$ cat src/rtl/cpu_bus_pkg.sv
// cpu_bus_pkg: shared types and constants for the RAM bus arbiter slice
package cpu_bus_pkg;
    localparam int BUS_ADDR_W = 16;
    localparam int BUS_DATA_W = 64;
    localparam logic PORT_IF = 1'b0;
    localparam logic PORT_D = 1'b1;
    typedef enum logic [1:0] {IDLE, ACCESS, DONE} arb_state_t;
endpackage

$ cat src/rtl/rr_arbiter2.sv
// rr_arbiter2: combinational two-way round-robin picker
module rr_arbiter2
    import cpu_bus_pkg::*;
(
    input  logic [1:0] req,
    input  logic       last_grant,
    output logic       grant,
    output logic       valid
);
    assign valid = |req;
    assign grant = &req ? ~last_grant : req[PORT_D];
endmodule

$ cat src/rtl/ram_bus_arbiter.sv
// ram_bus_arbiter: shares the single-port data RAM between fetch and load/store ports
module ram_bus_arbiter
    import cpu_bus_pkg::*;
#(
    parameter int ADDR_W  = BUS_ADDR_W,
    parameter int DATA_W  = BUS_DATA_W,
    parameter int RAM_LAT = 1
) (
    input  logic              CLK,
    input  logic              Reset,
    input  logic              if_req,
    input  logic [ADDR_W-1:0] if_addr,
    output logic              if_ack,
    output logic [31:0]       if_rdata,
    input  logic              d_req,
    input  logic              d_we,
    input  logic [ADDR_W-1:0] d_addr,
    input  logic [DATA_W-1:0] d_wdata,
    output logic              d_ack,
    output logic [DATA_W-1:0] d_rdata,
    output logic              ram_cs,
    output logic              ram_rd,
    output logic              ram_wr,
    output logic [ADDR_W-1:0] ram_addr,
    output logic [DATA_W-1:0] ram_wdata,
    input  logic [DATA_W-1:0] ram_rdata,
    output logic              busy
);
    localparam int CW = $clog2(RAM_LAT + 1);

    generate
        if (RAM_LAT < 1) begin : g_lat_chk
            $error("RAM_LAT must be at least 1");
        end
    endgenerate

    arb_state_t    state;
    logic          last_grant;
    logic          port;
    logic [CW-1:0] cnt;
    logic          grant;
    logic          gvalid;
    logic          store;

    rr_arbiter2 u_rr (
        .req       ({d_req, if_req}),
        .last_grant(last_grant),
        .grant     (grant),
        .valid     (gvalid)
    );

    assign store = (grant == PORT_D) && d_we;

    // The address/data registers double as the latched request, so inputs are ignored once granted
    always_ff @(posedge CLK) begin
        if (Reset) begin
            state      <= IDLE;
            last_grant <= PORT_D;
            port       <= PORT_IF;
            cnt        <= '0;
            ram_cs     <= 1'b0;
            ram_rd     <= 1'b0;
            ram_wr     <= 1'b0;
            ram_addr   <= '0;
            ram_wdata  <= '0;
            if_ack     <= 1'b0;
            d_ack      <= 1'b0;
            if_rdata   <= '0;
            d_rdata    <= '0;
            busy       <= 1'b0;
        end else begin
            if_ack <= 1'b0;
            d_ack  <= 1'b0;
            case (state)
                IDLE: if (gvalid) begin
                    state      <= ACCESS;
                    busy       <= 1'b1;
                    port       <= grant;
                    last_grant <= grant;
                    cnt        <= '0;
                    ram_cs     <= 1'b1;
                    ram_rd     <= ~store;
                    ram_wr     <= store;
                    ram_addr   <= (grant == PORT_D) ? d_addr : if_addr;
                    ram_wdata  <= (grant == PORT_D) ? d_wdata : '0;
                end
                ACCESS: if (cnt == CW'(RAM_LAT - 1)) begin
                    state  <= DONE;
                    ram_cs <= 1'b0;
                    ram_rd <= 1'b0;
                    ram_wr <= 1'b0;
                    if_ack <= (port == PORT_IF);
                    d_ack  <= (port == PORT_D);
                    if (port == PORT_IF) if_rdata <= ram_rdata[31:0];
                    else if (!ram_wr) d_rdata <= ram_rdata;
                end else begin
                    cnt <= cnt + 1'b1;
                end
                default: begin
                    state <= IDLE;
                    busy  <= 1'b0;
                end
            endcase
        end
    end
endmodule
$ cat config.mk
export PLATFORM = sky130hd
export DESIGN_NAME = ram_bus_arbiter
export DESIGN_NICKNAME = d
export VERILOG_FILES = /design/src/rtl/cpu_bus_pkg.sv /design/src/rtl/rr_arbiter2.sv /design/src/rtl/ram_bus_arbiter.sv
export SDC_FILE = /design/constraint.sdc
export NUM_CORES = 1
export LEC_CHECK = 0
export CORE_ASPECT_RATIO = 0.7
export CORE_MARGIN = 5
export CORE_UTILIZATION = 39
export DETAILED_ROUTE_END_ITERATION = 8
export GPL_ROUTABILITY_DRIVEN = 0
export PLACE_DENSITY = 0.77
export SYNTH_ARGS = -nofsm -noshare
export SYNTH_HDL_FRONTEND = slang
export SYNTH_SLANG_ARGS = --single-unit
export TNS_END_PERCENT = 20
$ cat constraint.sdc
create_clock -name CLK -period 2 [get_ports CLK]
set_input_delay 0.5 -clock CLK [delete_from_list [all_inputs] [get_ports CLK]]
set_output_delay 0.5 -clock CLK [all_outputs]
set_load 0.02 [all_outputs]
Word level (Yosys, flattened, before mapping):

Cells that the tools add are included.

* add/sub/neg operators: 1
* equality and inequality tests: 3
* muxes and demuxes: 17
* bitwise gates (word level): 6
* reductions and logical operators: 13

Operators by type and width (count)
* $mux W64: 1
* $mux W16: 1
* $pmux W1 S2: 5
* $reduce_and A2 Y1: 5
* $mux W1: 7
* $not A1 Y1: 6
* $reduce_and A3 Y1: 2
* $mux W2: 2
* $ne A2 B2 Y1 const B: 2
* $pmux W2 S2: 1
* $reduce_and A4 Y1: 1
* $reduce_or A3 Y1: 1
* $eq A2 B1 Y1 const B: 1
* $logic_not A2 Y1: 1
* $reduce_bool A2 Y1: 1
* $reduce_or A2 Y1: 1
* $add A1 B1 Y1 const B: 1
* $logic_and A1 B1 Y1: 1

* register bits: 187
* input port bits: 165
* output and inout bits: 182
* logic and storage cells: 54

Logic depth before layout (Yosys ltp):

* depth after elaboration: 6
* depth in mapped cells: 6
* depth with buffers taken out: 3

Modules after synthesis:

Synthesis repeated with hierarchy kept, for this count alone.

* cell total of the unflattened synthesis: 813
* area total of the unflattened synthesis: 6646.4 um^2

Modules (own cells, without submodules)
* ram_bus_arbiter: instances 1, cells each 811, area an instance 6632.6 um^2, sequential area each 3723.6 um^2
* rr_arbiter2: instances 1, cells each 2, area an instance 13.8 um^2, sequential area each 0.0 um^2

Worst setup path before layout:

Ideal clock, no wire load.

* path type: input -> register
* from: input d_req
* to: register ram_wdata[10]
* library setup time: 0.059 ns
* arrival: 1.575 ns
* required time: 1.941 ns
* slack: 0.366 ns
* cell stages on the path: 5
* path buffers: 2
* cell sequence: or2_0 buf_2 a21oi_2 buf_6 a22o_1

* cells in the longest elaborated chain, start to end: 3
* elaborated cells between the ends (all ways): 5
* classes of those cells: mux: 2; reduce/logical: 3

Ends and longest elaborated chain
* start: declaration: RTL line ram_bus_arbiter.sv:15 `input logic d_req,`
* $reduce_and A2 Y1: RTL line rr_arbiter2.sv:11 `assign grant = &req ? ~last_grant : req[PORT_D];`
* $mux W1: RTL line rr_arbiter2.sv:11
* $mux W64: RTL line ram_bus_arbiter.sv:85 `ram_wdata <= (grant == PORT_D) ? d_wdata : '0;`
* end signal: assignment: RTL line ram_bus_arbiter.sv:85
* end: declaration: RTL line ram_bus_arbiter.sv:25 `output logic [DATA_W-1:0] ram_wdata,`

Parallel ways exist; a longest one is shown, timed or not.
A chain may end at the register's enable or synchronous reset.

Final worst setup path:

* from: register ram_wdata[48]
* to: output ram_wdata[48]

No word-level cell between the ends.

==> results.sh <==
export IMPL_syn_to_final_growth_pct=66.9
export IMPL_hold_path_class="flip-flop to flip-flop"
export IMPL_layout_nets=1185
export IMPL_die_h_microns=117
export IMPL_setup_viol=0
export IMPL_cp_startpoint="ram_wdata[48]$_SDFFE_PP0P_"
export IMPL_crit_path_max_fanout=2
export IMPL_synth_area_leader_cell="dfxtp_1"
export IMPL_drtIter0Drc=389
export IMPL_diodes=0
export IMPL_fmaxAchievable_mhz=518
export IMPL_worstReg2RegEnd="ram_addr[15]$_SDFFE_PP0P_"
export IMPL_period_share_pct=96.6
export IMPL_powerDensity_nw_per_um2=829
export IMPL_syn_cell_area_sq_um=6380
export IMPL_synth_async_reset_ratio_pct=0
export IMPL_path_cells="clkdlybuf4s50_1"
export IMPL_ant_nets=0
export IMPL_clkSinkCount=186
export IMPL_grt_total_usage_pct=22.5
export IMPL_ys_flop_type="dfxtp_1"
export IMPL_viasPerCell=4.92
export IMPL_drc_errors=0
export IMPL_worstSetupStartpointType="flip-flop"
export IMPL_dieArea_sq_um=19100
export IMPL_crit_buf_inv=1
export IMPL_initial_core_util_pct=39.4
export IMPL_critPathKind="flip-flop to output port"
export IMPL_ys_ff_latch=186
export IMPL_drv_slew=0
export IMPL_yosysSeqAreaShare_pct=58.4
export IMPL_cap_violations=0
export IMPL_endpoint_kind="output port"
export IMPL_synth_edf_count=0
export IMPL_path_depth=1
export IMPL_synth_most_common_cell="nand2_1"
export IMPL_clkSlewWorstSetupHoldPaths_ns=0.07
export IMPL_cts_root_buffer="clkbuf_16"
export IMPL_antenna_found_initial=1
export IMPL_ios=347
export IMPL_cts_tree="yes"
export IMPL_fp_row_count=39
export IMPL_crit_end="ram_wdata[48]"
export IMPL_status="complete, no violations"
export IMPL_grt_pass1_wl_microns=33300
export IMPL_avgSynthCellArea_sq_um=9.26
export IMPL_path_delay_family="buffers and inverters"
export IMPL_cts_made_buffers=17
export IMPL_port_buffers=346
export IMPL_clock_path_buffers=2
export IMPL_fill_cells=1335
export IMPL_die_w_microns=163
export IMPL_cp_arrival_ns=1.43
export IMPL_syn_num_nets=854
export IMPL_finalCriticalPeriod_ns=1.93
export IMPL_ys_warn_count=0
export IMPL_ff_latch_area_sq_um=3720
export IMPL_r2r_start="state[0]$_SDFFE_PP0P_"
export IMPL_synthTopCellsByCount="227 x nand2_1, 186 x dfxtp_1, 115 x a21oi_1, 65 x a22o_1, 24 x clkbuf_1"
export IMPL_grt_ovfl_total=0
export IMPL_total_power_mw=8.83
export IMPL_layout_drive_gt1_share_pct=6.10
export IMPL_wl_microns=22700
export IMPL_synthCells=689
export IMPL_via_count=6184
export IMPL_tns_ns=0
export IMPL_grt_max_degree=65
export IMPL_firstDrtPassIters=4
export IMPL_cp_data_required_time_ns=1.50
export IMPL_r2r_slack_ns=0.36
export IMPL_max_slew_worst_pin_slew_ns=0.721
export IMPL_synth_distinct_cells=30
export IMPL_cts_setup_buffers=0
export IMPL_routedWlPerCell_microns=18.0
export IMPL_ir_worst_vdd_v=0.000440
export IMPL_dp_hpwl_microns=16300
export IMPL_first_global_vias=5880
export IMPL_r2r_cells=3
export IMPL_timing_hold_violations_final=0
export IMPL_cts_htree_levels=4
export IMPL_rsz0062_at_grt="false"
export IMPL_p_leak_nw=3.83
export IMPL_fp_coreArea_sq_um=16200
export IMPL_clock_latency_ns=0.43
export IMPL_worst_path_largest_cell_delay_ns=0.66
export IMPL_synthTopCellsByArea="dfxtp_1 58%, nand2_1 13%, a21oi_1 9.0%"
export IMPL_cpMaxStageDelayCell="clkdlybuf4s50_1"
export IMPL_multiInputGateArea_sq_um=2360
export IMPL_finClkSkew_ns=0.0130
export IMPL_slew_headroom_pct=51.9
export IMPL_synth_top_area_share_pct=58.4
==> sequential cells by signal (all words and copies together), names as in the netlist <==
signal	flops
ram_wdata	64
state	2
ram_rd	1
port	1
ram_cs	1
d_ack	1
if_ack	1
busy	1
ram_wr	1
last_grant	1
if_rdata	32
d_rdata	64
ram_addr	16
==> layer usage <==
metal,up-vias,part of all wire [%],GRT usage (%)
met3,23,10,9.94
met5,-,0.031,0
met4,2,1.4,7.82
met2,234,47,36.5
li1,3020,-,-
met1,2905,41,26.9
==> what timing repair did <==
action / CTS / global route
hold endpoints to repair: 0 / 0
hold buffers: 0 / 0
setup endpoints to repair: 1 / 16
resized for setup: 1 / 1
==> worst min-delay path by stage <==
| stage | start | to | slack [ns] | cells after the start |
|---|---|---|---|---|
| finish | d_rdata[40]$_SDFFE_PP0P_ | d_rdata[40]$_SDFFE_PP0P_ | 0.45 | 2 |
| global route | d_rdata[24]$_SDFFE_PP0P_ | d_rdata[24]$_SDFFE_PP0P_ | 0.47 | 2 |
| CTS | d_rdata[24]$_SDFFE_PP0P_ | d_rdata[24]$_SDFFE_PP0P_ | 0.46 | 2 |
| detailed placement | d_rdata[24]$_SDFFE_PP0P_ | d_rdata[24]$_SDFFE_PP0P_ | 0.45 | 2 |
| global placement | ram_cs$_SDFFE_PP0P_ | ram_cs$_SDFFE_PP0P_ | 0.44 | 1 |
| floorplan | last_grant$_SDFFE_PP1P_ | last_grant$_SDFFE_PP1P_ | 0.49 | 2 |
==> placed cells by master (no fill, tap or decap), types with 2 or more instances in the layout <==
master / n
a311oi_1: 16
clkinv_4: 5
clkdlybuf4s50_1: 344
nor2_1: 2
dfxtp_1: 186
clkbuf_8: 2
clkinvlp_4: 2
o21ai_0: 2
a21oi_1: 115
inv_8: 2
buf_4: 17
nor2_2: 2
nand2_1: 227
clkbuf_16: 17
buf_12: 5
a22o_1: 65
==> layout make-up <==
type                    instances  area share (%)
multi-input cells             447            22.2
flip-flops and latches        186            35.0
repair buffers                367            34.6
inverters                       1          0.0353
well taps                     225            2.64
clock buffers                  20            4.29
clock inverters                12            1.28
==> power breakdown <==
| part | switching [mW] | leakage, nW | internal [mW] |
|---|---|---|---|
| combinational | 0.698 | 2.03 | 0.767 |
| clock | 1.55 | 0.284 | 1.83 |
| sequential | 0.102 | 1.51 | 3.89 |
| total | 2.35 | 3.83 | 6.48 |
==> kinds of logic after synthesis <==
group,Yosys count,share of synthesized area (%)
buf+inv,56,5.32
simple gates,244,15.3
flops,186,58.4
compound gates,203,21.0
==> metrics by stage <==
stage	std cells	util, %	setup WS, ns	cell area (sq um)	hold slack [ns]
after CTS	1258	65.7	0.0478	10600	0.456
final	1258	65.7	0.0683	10600	0.453
after floorplan	689	-	0.366	6380	0.489
after global routing	1258	65.7	0.00919	10600	0.468
after global placement	1226	62.0	-0.232	10000	0.439
after detailed placement	1226	62.0	-0.310	10000	0.446
No activity file was read; power rests on OpenSTA's default activity.
==> RTL edit 1, RTL diff (same settings) <==
The 3 states of `arb_state_t` get a one-hot encoding in 3 bits.
--- a/src/rtl/cpu_bus_pkg.sv
+++ b/src/rtl/cpu_bus_pkg.sv
@@ -4,6 +4,6 @@
     localparam int BUS_DATA_W = 64;
     localparam logic PORT_IF = 1'b0;
     localparam logic PORT_D = 1'b1;
-    typedef enum logic [1:0] {IDLE, ACCESS, DONE} arb_state_t;
+    typedef enum logic [2:0] {IDLE = 3'b001, ACCESS = 3'b010, DONE = 3'b100} arb_state_t;
 endpackage
 
Behaviour: same outputs for any inputs over 4 cycles, from zero or initial values and one cycle with Reset high; so few cycles prove little.
==> RTL edit 1 against the original RTL <==
Global-route usage decreased by 1.5 points; via count increased by 0.32%; wire length decreased by 3.4%; fmax increased by 0.25%; sequential cell count increased by 1; design area increased by 3.7%; first-iteration DRC count increased by 9.0%; worst setup slack improved by 0.0048 ns; area after synthesis increased by 5.9%; power decreased by 1.0%; critical path depth unchanged; critical endpoint is now d_rdata[19].
==> RTL edit 1: results (changes against the original RTL) <==
| Metric | Value |
|---|---|
| Status | completed (unchanged) |
| HPWL after detailed placement | 16300 µm (about the same) |
| Commonest cells in the netlist | nand2_1 (210), dfxtp_1 (187), a22o_1 (64), mux2i_1 (64), a21oi_1 (35) (was nand2_1 (227), dfxtp_1 (186), a21oi_1 (115), a22o_1 (65), clkbuf_1 (24)) |
| Top cells by area, synth | dfxtp_1 (55%), nand2_1 (12%), mux2i_1 (9.5%) (was dfxtp_1 (58%), nand2_1 (13%), a21oi_1 (9.0%)) |
| Average cell area after synthesis | 9.70 µm² (was 9.26 µm²) |
| Routed length on met1 | 9500 µm (was 9230 µm) |
| Iteration-0 DRC Markers | 424 (was 389) |
| Initial antenna violation count | 0 (was 1) |
| Distinct cells, synth | 35 (was 30) |
| Layout cells sized above 1 | 0.0623 (was 0.0610) |
| Reg power frac | 0.460 (was 0.452) |
| Via count | 6204 (was 6184) |
| Met3 wire len | 1750 µm (was 2350 µm) |
| Largest net degree at the start of global routing | 72 (was 65) |
| Worst Skew | 0.0153 ns (was 0.0130 ns) |
| Int Pwr | 6.38 mW (was 6.48 mW) |
| DRT Pass-1 Iters | 5 (was 4) |
| Worst R2R Path Depth | 4 (was 3) |
| Register area share after synthesis | 0.554 (was 0.584) |
| RR Endpoint | ram_wdata[38]$_SDFFE_PP0P_ (was ram_addr[15]$_SDFFE_PP0P_) |
| Hold slack final | 0.348 ns (was 0.453 ns) |
| Top Metal Used | met4 (was met5) |
| R2R Setup Slk | 0.19 ns (was 0.36 ns) |
| Mapped Nets | 861 (was 854) |
| Hold WC Path Type | in2reg (was reg2reg) |
| Vias in the first global route | 6129 (was 5880) |
| Wire length on met2 | 10300 µm (was 10700 µm) |
| Clk power | 3.23 mW (was 3.37 mW) |
| VDD IR max | 535 µV (was 440 µV) |
| Vias per cell | 4.87 (was 4.92) |
| Leakage | 4.07 nW (was 3.83 nW) |
## RTL edit 1: how the worst max path moves through the flow
| stage | endpoint | depth (start not counted) | from | slack (ns) |
|---|---|---|---|---|
| floorplan | ram_wdata[14]$_SDFFE_PP0P_ | 5 | d_req | 0.35 |
| global placement | ram_wdata[14]$_SDFFE_PP0P_ | 5 | d_req | -0.02 |
| detailed placement | ram_wdata[42]$_SDFFE_PP0P_ | 5 | d_req | -0.09 |
| CTS | d_rdata[19] | 1 | d_rdata[19]$_SDFFE_PP0P_ | 0.04 |
| global route | d_rdata[21] | 1 | d_rdata[21]$_SDFFE_PP0P_ | 0.0007 |
| finish | d_rdata[19] | 1 | d_rdata[19]$_SDFFE_PP0P_ | 0.07 |
## RTL edit 1: kinds of logic (layout without fill, tap and decap cells)
family                 Yosys count  in the layout  share of synthesized area
buffers and inverters           75            422                     0.0619
XOR/XNOR                         1              1                    0.00130
AO/OA/AOI/OAI                  124            124                      0.140
multiplexers                    64             64                     0.0948
AND/OR/NAND/NOR                245            245                      0.148
flip-flops                     187            187                      0.554
## RTL edit 1: layer usage
layer  vias to the layer above  track usage
met5                         -            0
met4                         0       0.0487
met3                        22       0.0715
met2                       243        0.341
met1                      2892        0.269
li1                       3047            -
## RTL edit 1: metrics by stage
stage	cell area (µm²)	power (mW)
after floorplan	6750	4.73
after global placement	10500	5.58
after detailed placement	10500	5.59
after CTS	11000	8.82
after global routing	11000	9.09
final	11000	8.74
## RTL edit 1: final cells by class
type | instances | area, µm²
timing repair buffer | 371 | 3740
clock inverter | 13 | 124
tap | 231 | 289
clock buffer | 19 | 443
fill | 1410 | 6020
sequential | 187 | 3740
inverter | 19 | 73.8
multi-input combinational | 434 | 2620
==> RTL edit 2, RTL diff (same settings) <==
Made on the original files. Change the package constant `BUS_DATA_W` from 64 to 32.
--- a/src/rtl/cpu_bus_pkg.sv
+++ b/src/rtl/cpu_bus_pkg.sv
@@ -1,7 +1,7 @@
 // cpu_bus_pkg: shared types and constants for the RAM bus arbiter slice
 package cpu_bus_pkg;
     localparam int BUS_ADDR_W = 16;
-    localparam int BUS_DATA_W = 64;
+    localparam int BUS_DATA_W = 32;
     localparam logic PORT_IF = 1'b0;
     localparam logic PORT_D = 1'b1;
     typedef enum logic [1:0] {IDLE, ACCESS, DONE} arb_state_t;
Interface: changed (resized d_rdata, d_wdata, ram_rdata and ram_wdata); port bits go from 347 to 219. No check against the original RTL was run, so the function may have changed too.
==> RTL edit 2 against the original RTL <==
Sequential cell count shrank 64; sequential share of layout area shrank 1.3 points; non-clock buffer count shrank 138; power shrank 24%; worst setup slack gained 0.025 ns; design area shrank 32%; wire length shrank 41%; combinational power shrank 26%; area after synthesis shrank 31%; fmax grew 1.3%; critical path type unchanged; largest cell class unchanged.
==> RTL edit 2: results (changes against the original RTL) <==
| Metric | Value |
|---|---|
| VDD IR max | 594 µV (was 440 µV) |
| Commonest cells in the netlist | dfxtp_1 (122), nand2_1 (97), a21oi_1 (52), nor2_1 (34), mux2i_1 (32) (was nand2_1 (227), dfxtp_1 (186), a21oi_1 (115), a22o_1 (65), clkbuf_1 (24)) |
| Register area share after synthesis | 0.559 (was 0.584) |
| Top Metal Used | met4 (was met5) |
| HPWL after detailed placement | 9900 µm (was 16300 µm) |
| Worst Skew | 0.00989 ns (was 0.0130 ns) |
| Clock transition at the registers of the reported paths | 0.05 ns (was 0.07 ns) |
| Crit-path max FO | 4 (was 2) |
| Iteration-0 DRC Markers | 192 (was 389) |
| Compound-gate portion of the synthesized area | 0.176 (was 0.210) |
| Final Net Count | 759 (was 1185) |
| Wire length on met2 | 6230 µm (was 10700 µm) |
| Mux contribution to synthesized area | 0.0733 (was 0) |
| Initial antenna violation count | 0 (was 1) |
| Slew margin rel. | 0.597 (was 0.519) |
| Sw Ratio | 0.239 (was 0.266) |
| Layout cells sized above 1 | 0.109 (was 0.0610) |
| Status | completed (unchanged) |
| Met3 wire len | 1510 µm (was 2350 µm) |
| Routed length on met1 | 5510 µm (was 9230 µm) |
| Distinct cells, synth | 31 (was 30) |
| Vias in the first global route | 4081 (was 5880) |
| Rows | 32 (was 39) |
| Vias per cell | 4.95 (was 4.92) |
| First-pass GRT wire length | 20800 µm (was 33300 µm) |
RTL edit 2: worst reg2reg max path, delay by kind of cell (launching register included):
kind / cells / cell delay (ns)
AO/OA/AOI/OAI: 1 / 0.20
AND/OR/NAND/NOR: 2 / 0.88
flip-flops: 1 / 0.38
RTL edit 2: metrics by stage:
| stage | hold WS, ns | power (mW) | cell area [µm²] |
|---|---|---|---|
| CTS | 0.442 | 6.78 | 7260 |
| finish | 0.453 | 6.72 | 7260 |
| global route | 0.477 | 6.97 | 7260 |
| detailed placement | 0.450 | 3.80 | 6680 |
| global placement | 0.441 | 3.77 | 6680 |
| floorplan | 0.484 | 3.23 | 4370 |
RTL edit 2: worst paths after layout:
check                                            endpoint  slack, ns  cells past startpoint
worst max register to register  ram_addr[12]$_SDFFE_PP0P_       0.39                      3
worst max-delay path                               ram_wr       0.09                      1
worst min-delay path             d_rdata[22]$_SDFFE_PP0P_       0.45                      2
worst min register to register   d_rdata[22]$_SDFFE_PP0P_       0.45                      2
RTL edit 2: cells by family after synthesis:
logic type,Yosys count
compound gates,107
buf+inv,36
flops,122
mux,32
simple gates,148
RTL edit 2: area by class of cell:
| type | instances | area (µm²) | area share |
|---|---|---|---|
| sequential | 122 | 2440 | 0.336 |
| clock buffer | 25 | 495 | 0.0683 |
| tap | 153 | 191 | 0.0264 |
| multi-input combinational | 287 | 1720 | 0.236 |
| timing repair buffer | 229 | 2320 | 0.320 |
| clock inverter | 6 | 87.6 | 0.0121 |
| inverter | 1 | 3.75 | 0.000517 |
RTL edit 2: power groups by stage:
stage                     clock, mW  sequential (mW)  combinational (mW)
after detailed placement          0             2.71                1.09
after global placement            0             2.70                1.07
after global routing           3.14             2.68                1.16
after CTS                      3.02             2.66                1.10
after floorplan                   0             2.86               0.369
final                          2.97             2.66                1.09
RTL edit 2: metal layers:
metal | GRT usage | vias up
met1 | 0.233 | 1906
met3 | 0.0883 | 17
met5 | 0 | -
met4 | 0.0635 | 0
met2 | 0.312 | 175
li1 | - | 1974
